**src/rtl/keypad_pkg.sv**
```systemverilog
// Shared types for the hex keypad scanner: debounce states, frame classes and
// the frame-bit to key-code mapping.
package keypad_pkg;

    localparam int unsigned KEY_W = 4;

    typedef enum logic [1:0] {
        StIdle,
        StCand,
        StHeld,
        StRelease
    } key_state_e;

    typedef enum logic [1:0] {
        ClsNone,
        ClsSingle,
        ClsMulti
    } frame_class_e;

    // Frame bit index is {col, row}; key code is {row, col}.
    function automatic logic [KEY_W-1:0] bit_to_code(input logic [3:0] idx);
        return {idx[1:0], idx[3:2]};
    endfunction

endpackage

```
**src/rtl/keypad_frame_scan.sv**
```systemverilog
// Column scanner: divider, one-hot column drive, row synchronizer, 16-bit frame
// capture and per-frame classification into none / single key / multiple keys.
module keypad_frame_scan
    import keypad_pkg::*;
#(
    parameter int unsigned SCAN_DIV = 1024
) (
    input  logic              i_Clk,
    input  logic              i_Rst,
    input  logic [3:0]        i_Rows,
    output logic [3:0]        o_Cols,
    output logic              o_Frame_End,
    output frame_class_e      o_Frame_Class,
    output logic [KEY_W-1:0]  o_Frame_Code
);

    localparam int unsigned DivW = (SCAN_DIV > 1) ? $clog2(SCAN_DIV) : 1;

    logic [DivW-1:0] div_q, div_d;
    logic [1:0]      col_q, col_d;
    logic [3:0]      rows_meta_q, rows_meta_d;
    logic [3:0]      rows_sync_q, rows_sync_d;
    logic [15:0]     frame_q, frame_d;
    logic            term;
    logic            seen;
    logic            multi;
    logic [3:0]      hit_idx;

    assign term = (div_q == DivW'(SCAN_DIV - 1));

    always_comb begin
        rows_meta_d = i_Rows;
        rows_sync_d = rows_meta_q;
        div_d       = term ? '0 : div_q + DivW'(1);
        col_d       = col_q;
        frame_d     = frame_q;
        if (term) begin
            frame_d[{col_q, 2'b00} +: 4] = rows_sync_q;
            col_d                        = col_q + 2'd1;
        end
    end

    // Classify the image including the column being captured this cycle, so the
    // FSM sees the complete frame on the frame-end edge.
    always_comb begin
        seen    = 1'b0;
        multi   = 1'b0;
        hit_idx = 4'd0;
        for (int i = 0; i < 16; i++) begin
            if (frame_d[i]) begin
                if (seen) begin
                    multi = 1'b1;
                end
                seen    = 1'b1;
                hit_idx = 4'(i);
            end
        end
        if (multi) begin
            o_Frame_Class = ClsMulti;
        end else if (seen) begin
            o_Frame_Class = ClsSingle;
        end else begin
            o_Frame_Class = ClsNone;
        end
        o_Frame_Code = bit_to_code(hit_idx);
    end

    assign o_Frame_End = term && (col_q == 2'd3);
    assign o_Cols      = 4'b0001 << col_q;

    always_ff @(posedge i_Clk) begin
        if (i_Rst) begin
            div_q       <= '0;
            col_q       <= 2'd0;
            rows_meta_q <= 4'd0;
            rows_sync_q <= 4'd0;
            frame_q     <= 16'd0;
        end else begin
            div_q       <= div_d;
            col_q       <= col_d;
            rows_meta_q <= rows_meta_d;
            rows_sync_q <= rows_sync_d;
            frame_q     <= frame_d;
        end
    end

endmodule

```
**src/rtl/hex_keypad_scan.sv**
```systemverilog
// 4x4 hex keypad reader: frame scanner plus a press/release debounce FSM that
// emits one code per press and shifts it into a 16-bit entry register.
module hex_keypad_scan
    import keypad_pkg::*;
#(
    parameter int unsigned SCAN_DIV = 1024,
    parameter int unsigned DEBOUNCE = 4
) (
    input  logic              i_Clk,
    input  logic              i_Rst,
    output logic [3:0]        o_Cols,
    input  logic [3:0]        i_Rows,
    input  logic              i_Clear,
    output logic [KEY_W-1:0]  o_Key,
    output logic              o_Key_DV,
    output logic              o_Pressed,
    output logic [15:0]       o_Data
);

    localparam logic [3:0] DebCnt = 4'(DEBOUNCE);

    logic              frame_end;
    frame_class_e      frame_class;
    logic [KEY_W-1:0]  frame_code;

    key_state_e        state_q, state_d;
    logic [3:0]        cnt_q, cnt_d;
    logic [3:0]        cnt_inc;
    logic [KEY_W-1:0]  cand_q, cand_d;
    logic [KEY_W-1:0]  key_q, key_d;
    logic              key_dv_q, key_dv_d;
    logic [15:0]       data_q, data_d;
    logic              accept;

    keypad_frame_scan #(
        .SCAN_DIV (SCAN_DIV)
    ) u_frame_scan (
        .i_Clk         (i_Clk),
        .i_Rst         (i_Rst),
        .i_Rows        (i_Rows),
        .o_Cols        (o_Cols),
        .o_Frame_End   (frame_end),
        .o_Frame_Class (frame_class),
        .o_Frame_Code  (frame_code)
    );

    assign cnt_inc = cnt_q + 4'd1;

    always_comb begin
        state_d = state_q;
        cnt_d   = cnt_q;
        cand_d  = cand_q;
        accept  = 1'b0;
        if (frame_end) begin
            unique case (state_q)
                StIdle: begin
                    if (frame_class == ClsSingle) begin
                        cand_d = frame_code;
                        cnt_d  = 4'd1;
                        if (DebCnt == 4'd1) begin
                            state_d = StHeld;
                            accept  = 1'b1;
                        end else begin
                            state_d = StCand;
                        end
                    end
                end
                StCand: begin
                    if (frame_class != ClsSingle) begin
                        state_d = StIdle;
                        cnt_d   = 4'd0;
                    end else if (frame_code == cand_q) begin
                        cnt_d = cnt_inc;
                        if (cnt_inc == DebCnt) begin
                            state_d = StHeld;
                            accept  = 1'b1;
                        end
                    end else begin
                        cand_d = frame_code;
                        cnt_d  = 4'd1;
                    end
                end
                StHeld: begin
                    if (frame_class == ClsNone) begin
                        cnt_d   = 4'd1;
                        state_d = (DebCnt == 4'd1) ? StIdle : StRelease;
                    end
                end
                StRelease: begin
                    if (frame_class != ClsNone) begin
                        state_d = StHeld;
                    end else if (cnt_inc == DebCnt) begin
                        state_d = StIdle;
                        cnt_d   = 4'd0;
                    end else begin
                        cnt_d = cnt_inc;
                    end
                end
                default: begin
                    state_d = StIdle;
                    cnt_d   = 4'd0;
                end
            endcase
        end
    end

    // Clear takes priority over the shift, but the key strobe still fires.
    always_comb begin
        key_dv_d = accept;
        key_d    = accept ? frame_code : key_q;
        data_d   = accept ? {data_q[11:0], frame_code} : data_q;
        if (i_Clear) begin
            data_d = 16'd0;
        end
    end

    always_ff @(posedge i_Clk) begin
        if (i_Rst) begin
            state_q  <= StIdle;
            cnt_q    <= 4'd0;
            cand_q   <= '0;
            key_q    <= '0;
            key_dv_q <= 1'b0;
            data_q   <= 16'd0;
        end else begin
            state_q  <= state_d;
            cnt_q    <= cnt_d;
            cand_q   <= cand_d;
            key_q    <= key_d;
            key_dv_q <= key_dv_d;
            data_q   <= data_d;
        end
    end

    assign o_Key     = key_q;
    assign o_Key_DV  = key_dv_q;
    assign o_Pressed = (state_q == StHeld) || (state_q == StRelease);
    assign o_Data    = data_q;

endmodule

```
**config.mk**
```make
export PLATFORM = sky130hd
export DESIGN_NAME = hex_keypad_scan
export DESIGN_NICKNAME = d
export VERILOG_FILES = /design/src/rtl/keypad_pkg.sv /design/src/rtl/keypad_frame_scan.sv /design/src/rtl/hex_keypad_scan.sv
export SDC_FILE = /design/constraint.sdc
export NUM_CORES = 1
export LEC_CHECK = 0
export ABC_AREA = 1
export BUFFER_PORTS_ARGS = -buffer_cell sky130_fd_sc_hd__buf_4
export CORE_UTILIZATION = 56
export CTS_BUF_LIST = sky130_fd_sc_hd__clkbuf_8 sky130_fd_sc_hd__clkbuf_16
export DETAILED_ROUTE_END_ITERATION = 16
export PLACE_DENSITY_LB_ADDON = 0.08
export SETUP_SLACK_MARGIN = 0.02
export SYNTH_ARGS = -nofsm -noshare
export SYNTH_HDL_FRONTEND = slang
export SYNTH_SLANG_ARGS = --single-unit
```
**constraint.sdc**
```tcl
create_clock -name i_Clk -period 7.89 [get_ports i_Clk]
set_input_delay 0.789 -clock i_Clk [delete_from_list [all_inputs] [get_ports i_Clk]]
set_output_delay 0.789 -clock i_Clk [all_outputs]
set_load 0.05 [all_outputs]
```
==> flow_metrics.py, run 1 <==
metrics = {
    "sta": {
        "fin_skew_ps": 8.373,
        "final-hold-violation-count": 0,
        "finalSetupViolations": 0,
        "relSlewSlack_pct": 59.58,
        "layout_min_cycle_time_ps": 3968,
        "drv_slew": 0,
        "setup_tns_ps": 0,
        "worst_slew_pin_slew_ps": 604.1,
        "final_hold_slack_ps": 404.1,
        "tcrit_tclk_final_pct": 50.30,
        "fmax_ghz": 0.2520,
        "unrepaired_setup_endpoints_after_global_routing": "false",
    },
    "power_and_ir_drop": {
        "vdd.ir_drop.worst_uv": 103.4,
        "power_per_cell_area_nw_per_um2": 153.2,
        "leakage_nw": 1.952,
    },
    "setup_path": {
        "path_max_fanout": 11,
        "critical_path_arrival_ps": 4250,
        "end_kind": "register",
        "crit_type": "register to register",
        "setup.worst_path.start_class": "register",
        "required_ps": 8170,
    },
    "yosys": {
        "sequential_share_of_the_synthesized_area_pct": 37.55,
        "netlist.top_cell.by_area": "dfxtp_1",
        "post_synth_most_frequent_cells": "nand2_1, nor2_1, dfxtp_1, inv_1, nand3_1",
        "synthSimpleGateAreaFrac_pct": 39.26,
        "synthesis.instances": 504,
        "synth.most_common_cell": "nand2_1",
        "synth-seq-cells": 67,
        "area_fraction_of_the_dominant_cell_type_after_synthesis_pct": 37.55,
        "mappedNetlistNets": 520,
        "synthesis.yosys.warnings": 0,
        "synth-edff-count": 0,
        "syn_area_per_cell_um2": 7.088,
        "synth_fa_ha_area_share_pct": 3.152,
        "post_synth_mux_area_share_pct": 0,
        "synth_flop_cell": "dfxtp_1",
        "synth_area_leaders": "dfxtp_1, nand2_1, nor2_1, inv_1, nand3_1",
        "synth_xor_area_share_pct": 2.452,
        "mapped_cell_area_um2": 3572,
        "synth_top_family_by_area": "simple AND/OR/NAND/NOR gates",
        "async_flop_share_pct": 0,
        "synth_compound_area_share_pct": 9.247,
        "yosysUniqueCellTypes": 37,
    },
    "route": {
        "route.layer.met1.wl_mm": 3.614,
        "remaining_drc_errors": 0,
        "number_of_vias_after_detailed_routing": 3189,
        "routed_wirelength_mm": 7.460,
        "route.met2.wl_mm": 3.376,
        "dr.first_iter.drc_count": 222,
        "drt_pass1_iterations": 5,
        "route.top_layer_used": "met4",
        "route.detailed.wl_per_inst_um": 12.09,
        "met3WireLength_um": 385,
        "detail-route-antenna-nets": 0,
        "routed_via_density": 5.169,
    },
    "clock_tree": {
        "clk-insertion-delay-late_ps": 340,
        "cts-resized-gates": 0,
        "total_clock_sinks": 67,
        "root_buffer": "clkbuf_8",
        "post-cts-setup-buffers": 0,
        "cts_htree_levels": 3,
        "worst_setup_hold_path_clk_slew_ps": 80,
        "tritoncts": "done",
        "numCtsBuffers": 9,
        "clock_path_buffers": 2,
        "cts-hold-fix-buffers": 0,
    },
    "grt": {
        "maximum_number_of_pins_on_one_net_before_global_route_repair": 36,
        "globalRouteTotalUtil_pct": 24.69,
        "globalRoute.totalOverflow": 0,
        "grt_pass1_wl_mm": 12.63,
        "initial_antenna_violation_count": 0,
        "first_global_vias": 2901,
    },
    "die": {
        "initial_core_util_pct": 59.28,
        "io_pins": 33,
        "floorplan.die.width_um": 81.87,
        "core_region_area_um2": 6026,
        "die_h_um": 81.87,
        "rows": 28,
        "floorplan.die_area_um2": 6702,
    },
    "placement": {
        "routabilityCongestion": 0.9013,
        "io_buffers": 32,
        "post-dp-hpwl_mm": 5.552,
        "placed_cells_incl_taps": 601,
    },
    "finish": {
        "instances_no_fill": 617,
        "final_layout_size_suffix_gt1_share_pct": 19.19,
        "antenna-diode-count": 0,
        "syn2layout_area_growth_pct": 12.64,
        "final_net_count": 553,
    },
    "run": {
        "cap_viol_max_count": 0,
    },
    "worst_hold_path": {
        "hp-class": "register to register",
    },
    "outcome": {
        "run_status": "completed",
    },
}
sequential cells by signal, indices dropped and copies added, names as in the netlist:
name	flops
o_Data	16
u_frame_scan.frame_q	16
u_frame_scan.div_q	10
cand_q	4
cnt_q	4
o_Key	4
u_frame_scan.rows_meta_q	4
u_frame_scan.rows_sync_q	4
state_q	2
u_frame_scan.col_q	2
o_Key_DV	1
where the power goes:
group	internal [mW]	total, mW	switching [mW]
clock network	0.122	0.259	0.137
logic	0.00525	0.0147	0.00944
registers	0.341	0.343	0.00212
total	0.468	0.617	0.148
placed cells by master, fill, tap and decap left out, drive strengths merged, types with 9 or more instances in the layout:
master,count
a21oi,22
buf,32
clkbuf,10
dfxtp,67
ha,9
inv,60
nand2,125
nand3,35
nor2,105
o21ai,33
worst max-delay path, cell delays in order (launching register included):
cell and delay [ps]:
dfxtp_1 580, clkinv_1 360, ha_1 480, inv_1 160, nor2_1 240, nand4_1 140
o21ai_0 100, nand2_1 80, o21ai_2 110, inv_2 90, nand2_4 100, nor2_4 60
a21oi_1 270, or2_1 160, nand3_2 90, nor2_4 160, nand3_4 120, nor2_8 160
nand2_4 90, inv_2 170, o21ai_0 100, nor2_1 110
per-layer routing:
metal  vias up  global-route usage (%)
li1       1655                       -
met1      1453                   32.72
met2        73                   39.26
met3         8                   6.556
met4         0                   6.842
met5         -                       0
path summary, 6_finish.rpt:
| kind | slack [ps] | from | to | cells after the start |
|---|---|---|---|---|
| max | 3920 | u_frame_scan.col_q[0] | o_Data[9] | 21 |
| min | 400 | u_frame_scan.rows_meta_q[3] | u_frame_scan.rows_sync_q[3] | 2 |
| max reg2reg | 3920 | u_frame_scan.col_q[0] | o_Data[9] | 21 |
| min reg2reg | 400 | u_frame_scan.rows_meta_q[3] | u_frame_scan.rows_sync_q[3] | 2 |
metrics by stage:
stage	cell area (um2)	setup WS, ps	util, %	power (mW)
6_report	4024	3922	66.78	0.6166
3_3_place_gp	3845	4126	63.81	0.3654
3_5_place_dp	3845	4008	63.81	0.3659
5_1_grt	4024	3510	66.78	0.6395
4_1_cts	4024	3965	66.78	0.6206
2_1_floorplan	3572	4358	-	0.3605
logic make-up (layout without fill, tap and decap cells):
group / Yosys count / after routing
AO/OA/AOI/OAI: 60 / 60
XOR/XNOR: 10 / 10
buffers and inverters: 73 / 111
adder cells (fa/ha/maj): 9 / 9
flip-flops: 67 / 67
AND/OR/NAND/NOR: 285 / 285
area by class of cell:
class | count | area, um2
Clock inverter | 6 | 41.29
Multi-Input combinational cell | 364 | 1933
Fill cell | 549 | 2002
Timing Repair Buffer | 32 | 240.2
Clock buffer | 10 | 137.6
Tap cell | 75 | 93.84
Sequential cell | 67 | 1341
Inverter | 63 | 236.5
Power figures use the tool's default switching activity.
==> inputs of run 2 (changes only) <==
==> constraint.sdc (replaced) <==
create_clock -name i_Clk -period 3.97 [get_ports i_Clk]
set_input_delay 0.397 -clock i_Clk [delete_from_list [all_inputs] [get_ports i_Clk]]
set_output_delay 0.397 -clock i_Clk [all_outputs]
set_load 0.05 [all_outputs]
==> run 2 against run 1 <==
Against the previous run:
- hold slack got worse by 160 ps
- setup slack got worse by 3500 ps
- fmax increased by 12%
- critical endpoint unchanged
- largest cell class unchanged
==> flow_metrics.py, run 2 (same netlist as run 1, synthesis figures left out) <==
metrics = {
    "setup_path": {
        "slowest_cell_delay_on_critical_path_ps": 460,
        "path_max_fanout": 11,
        "critical-path-slowest-cell": "dfxtp_2",
        "required_ps": 4250,
        "setup.worst_path.start_class": "register",
        "crit_type": "register to register",
        "critical_path_arrival_ps": 3810,
        "reg2reg_to": "o_Data[9]",
        "r2r_start": "u_frame_scan.col_q[0]",
        "r2r_setup_slack_ps": 440,
        "rr_worst_depth": 21,
        "end_kind": "register",
        "critical_path_buf_inv_count": 4,
        "cp_cell_sequence": "clkinv_1, ha_1, inv_1, nor2_1, nand4_1, o21ai_0, nand2_1, o21ai_2, inv_2, nand2_4, nor2_4, a21oi_1, or2_1, nand3_2, nor2_4, nand3_4, nor2_8, nand2_4, inv_2, o21ai_0, nor2_1",
        "critical-path-top-delay-family": "simple AND/OR/NAND/NOR gates",
    },
    "power_and_ir_drop": {
        "finalPower_mw": 1.416,
        "clkPwrFrac_pct": 49.8,
        "p_switching_mw": 0.2929,
        "leakage_nw": 1.996,
        "power.internal_mw": 1.123,
        "swShare_pct": 20.68,
        "comb_power_share_pct": 2.1,
        "vdd.ir_drop.worst_uv": 467.1,
        "power_per_cell_area_nw_per_um2": 345.1,
        "seq_power_share_pct": 48.2,
    },
    "sta": {
        "final_hold_slack_ps": 245.6,
        "layout_min_cycle_time_ps": 3533,
        "unrepaired_setup_endpoints_after_global_routing": "false",
        "fin_skew_ps": 10.15,
        "final-hold-violation-count": 0,
        "setup_tns_ps": 0,
        "fmax_ghz": 0.2831,
        "tcrit_tclk_final_pct": 88.99,
        "worst_slew_pin_slew_ps": 600.5,
        "relSlewSlack_pct": 59.82,
        "finalSetupViolations": 0,
        "drv_slew": 0,
    },
    "finish": {
        "final_layout_size_suffix_gt1_share_pct": 19.71,
        "layout.cells.most_common": "nand2_1",
        "final_core_util_pct": 68.11,
        "antenna-diode-count": 0,
        "final_net_count": 554,
        "fillerInstances": 522,
        "instances_no_fill": 618,
        "syn2layout_area_growth_pct": 14.89,
        "highest_count_cells_in_the_layout_ignoring_fill_and_taps": "nand2_1, nor2_1, dfxtp_1",
    },
    "route": {
        "number_of_vias_after_detailed_routing": 3157,
        "remaining_drc_errors": 0,
        "dr.first_iter.drc_count": 238,
        "drt_pass1_iterations": 5,
        "routed_wirelength_mm": 7.427,
        "routed_via_density": 5.108,
        "route.detailed.wl_per_inst_um": 12.02,
        "detail-route-antenna-nets": 0,
    },
    "grt": {
        "maximum_number_of_pins_on_one_net_before_global_route_repair": 36,
        "globalRoute.totalOverflow": 0,
        "first_global_vias": 2765,
        "grt_pass1_wl_mm": 12.37,
        "globalRouteTotalUtil_pct": 24.46,
        "initial_antenna_violation_count": 0,
    },
    "clock_tree": {
        "cts-hold-fix-buffers": 0,
        "post-cts-setup-buffers": 0,
        "tritoncts": "done",
        "cts-resized-gates": 0,
        "total_clock_sinks": 67,
        "cts_htree_levels": 3,
        "root_buffer": "clkbuf_8",
        "numCtsBuffers": 9,
        "worst_setup_hold_path_clk_slew_ps": 80,
        "clock_path_buffers": 2,
        "clk-insertion-delay-late_ps": 350,
    },
    "die": {
        "core_region_area_um2": 6026,
        "floorplan.die_area_um2": 6702,
        "initial_core_util_pct": 59.28,
        "die_h_um": 81.87,
        "rows": 28,
        "io_pins": 33,
        "floorplan.die.width_um": 81.87,
    },
    "placement": {
        "post-dp-hpwl_mm": 5.434,
        "placed_cells_incl_taps": 602,
        "routabilityCongestion": 0.9844,
        "io_buffers": 32,
    },
    "run": {
        "cap_viol_max_count": 0,
    },
    "worst_hold_path": {
        "hp-class": "input pin to register",
        "hp-start": "i_Rows[2]",
        "min_delay_worst_endpoint": "u_frame_scan.rows_meta_q[2]",
        "worst_hold_path.num_cells": 3,
    },
    "outcome": {
        "run_status": "completed",
    },
}
==> run 2: changes by cell type in the layout (fill, tap and decap cells not counted), sizes merged <==
cell	delta
buf	+1
clkinvlp	-3
bufinv	+3
==> run 2: power groups by stage <==
stage	clock [mW]	sequential, mW	combinational, mW
global placement	0	0.697	0.0286
finish	0.705	0.682	0.0290
CTS	0.717	0.682	0.0292
floorplan	0	0.696	0.0203
global route	0.748	0.683	0.0333
detailed placement	0	0.698	0.0291
==> run 2: metal layers <==
metal / global-route usage (%) / vias up / part of all wire (%)
met5: 0 / - / 0
met4: 8.947 / 0 / 0.92
met3: 6.111 / 6 / 5.7
met2: 36.36 / 84 / 44
met1: 33.90 / 1414 / 50
li1: - / 1653 / -
==> run 2: layout make-up <==
type | count | area [um2] | area share (%)
Sequential cell | 67 | 1343 | 32.71
Tap cell | 75 | 93.84 | 2.287
Inverter | 63 | 236.5 | 5.762
Clock inverter | 6 | 112.6 | 2.744
Clock buffer | 10 | 137.6 | 3.354
Timing Repair Buffer | 33 | 247.7 | 6.037
Multi-Input combinational cell | 364 | 1933 | 47.10
==> run 2: how the worst max path moves through the flow <==
stage                          start  cells after the start  slack, ps        end
6_report       u_frame_scan.col_q[0]                     21        440  o_Data[9]
5_1_grt        u_frame_scan.col_q[0]                     20         50  o_Data[5]
4_1_cts        u_frame_scan.col_q[0]                     25        320  cand_q[0]
3_5_place_dp   u_frame_scan.col_q[0]                     25        360  cand_q[0]
3_3_place_gp   u_frame_scan.col_q[0]                     25        440  cand_q[0]
2_1_floorplan  u_frame_scan.col_q[0]                     26        440  cand_q[0]
==> run 2: worst register-to-register path, cell delays in order, from the launching register on <==
cell	delay (ps)
dfxtp_2	460
clkinv_1	130
ha_1	390
inv_1	150
nor2_1	250
nand4_1	130
o21ai_0	90
nand2_1	80
o21ai_2	100
inv_2	90
nand2_4	90
nor2_4	60
a21oi_1	270
or2_1	170
nand3_2	90
nor2_4	150
nand3_4	120
nor2_8	160
nand2_4	90
inv_2	160
o21ai_0	100
nor2_1	130
==> run 2: per-stage QoR <==
step / setup slack, ps / cell area, um2
finish: 437.1 / 4104
global placement: 439.1 / 3852
CTS: 323.8 / 4103
floorplan: 438.1 / 3572
global route: 53.86 / 4104
detailed placement: 357.5 / 3852
==> inputs of run 3 (changes only) <==
--- a/config.mk
+++ b/config.mk
@@ -10,7 +10,7 @@
 export CORE_UTILIZATION = 56
 export CTS_BUF_LIST = sky130_fd_sc_hd__clkbuf_8 sky130_fd_sc_hd__clkbuf_16
 export DETAILED_ROUTE_END_ITERATION = 16
-export PLACE_DENSITY_LB_ADDON = 0.08
+export PLACE_DENSITY = 0.84
 export SETUP_SLACK_MARGIN = 0.02
 export SYNTH_ARGS = -nofsm -noshare
 export SYNTH_HDL_FRONTEND = slang
==> run 3 against run 2 <==
Against the previous run:
- highest routed layer unchanged
- cell count stayed put
- sequential share of layout area hardly changed
- clock power hardly changed
- sequential power hardly changed
- largest power group unchanged
- core utilization hardly changed
- setup slack worse by 16 ps
- critical endpoint is now cand_q[1]
- wire length is 5.0% higher
==> flow_metrics.py, run 3 (same netlist as run 1, synthesis figures left out) <==
metrics = {
    "setup_path": {
        "reg2reg_to": "cand_q[1]",
        "slowest_cell_delay_on_critical_path_ps": 450,
        "worst_path_most_repeated_cell": "nand2_1",
        "r2r_setup_slack_ps": 420,
        "critical-path-slowest-cell": "dfxtp_2",
        "setup.worst_path.start_class": "register",
        "required_ps": 4230,
        "rr_worst_depth": 25,
        "crit_type": "register to register",
        "critPathLaunch": "u_frame_scan.col_q[0]",
        "critical_path_arrival_ps": 3810,
        "end_kind": "register",
        "critical_path.endpoint": "cand_q[1]",
        "r2r_start": "u_frame_scan.col_q[0]",
        "path_max_fanout": 11,
    },
    "finish": {
        "highest_count_cells_in_the_layout_ignoring_fill_and_taps": "nand2_1, nor2_1, dfxtp_1",
        "syn2layout_area_growth_pct": 14.96,
        "layout.cells.most_common": "nand2_1",
        "final_layout_size_suffix_gt1_share_pct": 19.71,
        "antenna-diode-count": 0,
        "final_net_count": 554,
        "finish.instance_area_um2": 4106,
        "fillerInstances": 510,
    },
    "die": {
        "rows": 28,
        "die_h_um": 81.87,
        "initial_core_util_pct": 59.28,
        "floorplan.die.width_um": 81.87,
        "core_region_area_um2": 6026,
        "io_pins": 33,
        "floorplan.die_area_um2": 6702,
    },
    "clock_tree": {
        "clk-insertion-delay-late_ps": 360,
        "cts_htree_levels": 3,
        "cts-resized-gates": 0,
        "clock_path_buffers": 2,
        "cts-hold-fix-buffers": 0,
        "total_clock_sinks": 67,
        "worst_setup_hold_path_clk_slew_ps": 80,
        "tritoncts": "done",
        "post-cts-setup-buffers": 0,
        "root_buffer": "clkbuf_8",
        "numCtsBuffers": 9,
    },
    "sta": {
        "worst_slew_pin_slew_ps": 583.9,
        "setup_tns_ps": 0,
        "finalSetupViolations": 0,
        "unrepaired_setup_endpoints_after_global_routing": "false",
        "tcrit_tclk_final_pct": 89.40,
        "relSlewSlack_pct": 60.93,
        "final-hold-violation-count": 0,
        "fmax_ghz": 0.2818,
        "fin_skew_ps": 11.49,
        "layout_min_cycle_time_ps": 3549,
        "drv_slew": 0,
    },
    "route": {
        "routed_via_density": 5.238,
        "remaining_drc_errors": 0,
        "number_of_vias_after_detailed_routing": 3237,
        "route.detailed.wl_per_inst_um": 12.62,
        "detail-route-antenna-nets": 0,
        "drt_pass1_iterations": 5,
        "dr.first_iter.drc_count": 217,
        "routed_wirelength_mm": 7.801,
    },
    "power_and_ir_drop": {
        "vdd.ir_drop.worst_uv": 279.7,
        "power_per_cell_area_nw_per_um2": 345.0,
        "leakage_nw": 1.997,
    },
    "outcome": {
        "run_status": "completed",
    },
    "placement": {
        "io_buffers": 32,
        "place_area_um2": 3852,
        "post-dp-hpwl_mm": 5.647,
        "routabilityCongestion": 0.9052,
    },
    "worst_hold_path": {
        "hp-class": "input pin to register",
        "hp-start": "i_Rows[2]",
    },
    "run": {
        "cap_viol_max_count": 0,
    },
    "grt": {
        "first_global_vias": 2897,
        "initial_antenna_violation_count": 0,
        "maximum_number_of_pins_on_one_net_before_global_route_repair": 36,
        "globalRoute.totalOverflow": 0,
        "grt_pass1_wl_mm": 12.81,
        "globalRouteTotalUtil_pct": 25.36,
    },
}
==> run 3: worst min-delay path by stage <==
stage / endpoint / slack (ps) / depth (start not counted)
6_report: u_frame_scan.rows_meta_q[2] / 240 / 3
5_1_grt: u_frame_scan.rows_meta_q[2] / 230 / 3
4_1_cts: u_frame_scan.rows_meta_q[2] / 230 / 3
3_5_place_dp: u_frame_scan.rows_sync_q[0] / 400 / 2
3_3_place_gp: u_frame_scan.rows_sync_q[2] / 390 / 2
2_1_floorplan: u_frame_scan.rows_sync_q[0] / 390 / 2
==> run 3: report_power, final <==
group	switching (mW)	total [mW]	leakage [nW]	internal, mW
Combinational	0.0191	0.0295	1.33	0.0104
Clock	0.283	0.706	0.124	0.422
Sequential	0.00400	0.682	0.542	0.678
Total	0.306	1.42	2.00	1.11
==> run 3: layer usage <==
metal,vias up,track usage [%],part of all wire [%],wire [um]
li1,1656,-,-,-
met1,1472,31.88,45,3539
met2,93,41.16,46,3626
met3,16,6.889,6.1,477
met4,0,9.474,2.0,157
met5,-,0,0,0
==> run 3: stage by stage <==
stage	total power [mW]	std cells	utilization, %	hold slack, ps	worst slack (ps)
6_report	1.417	618	68.15	242.2	420.8
5_1_grt	1.459	618	68.15	234.1	88.04
4_1_cts	1.431	618	68.06	228.3	273.7
3_5_place_dp	0.7267	602	63.93	396.0	326.5
3_3_place_gp	0.7254	602	63.93	388.8	446.6
2_1_floorplan	0.7165	504	-	388.3	438.1
==> run 3: worst max-delay path: cells and delay by family, from the launching register on <==
family                     cells  cell delay [ps]
AOI/OAI and AO/OA              4              470
adders and majority gates      1              350
and+or+nand+nor               14             1270
buffers and inverters          5              680
DFF                            1              450
xor gates and xnor gates       1              250
==> run 3: cell type report <==
cell class	count	area [um2]	area share [%]
Clock buffer	9	123.9	3.016
Inverter	63	236.5	5.759
Sequential cell	67	1343	32.69
Clock inverter	7	125.1	3.047
Tap cell	75	93.84	2.285
Multi-Input combinational cell	364	1937	47.17
Timing Repair Buffer	33	247.7	6.033
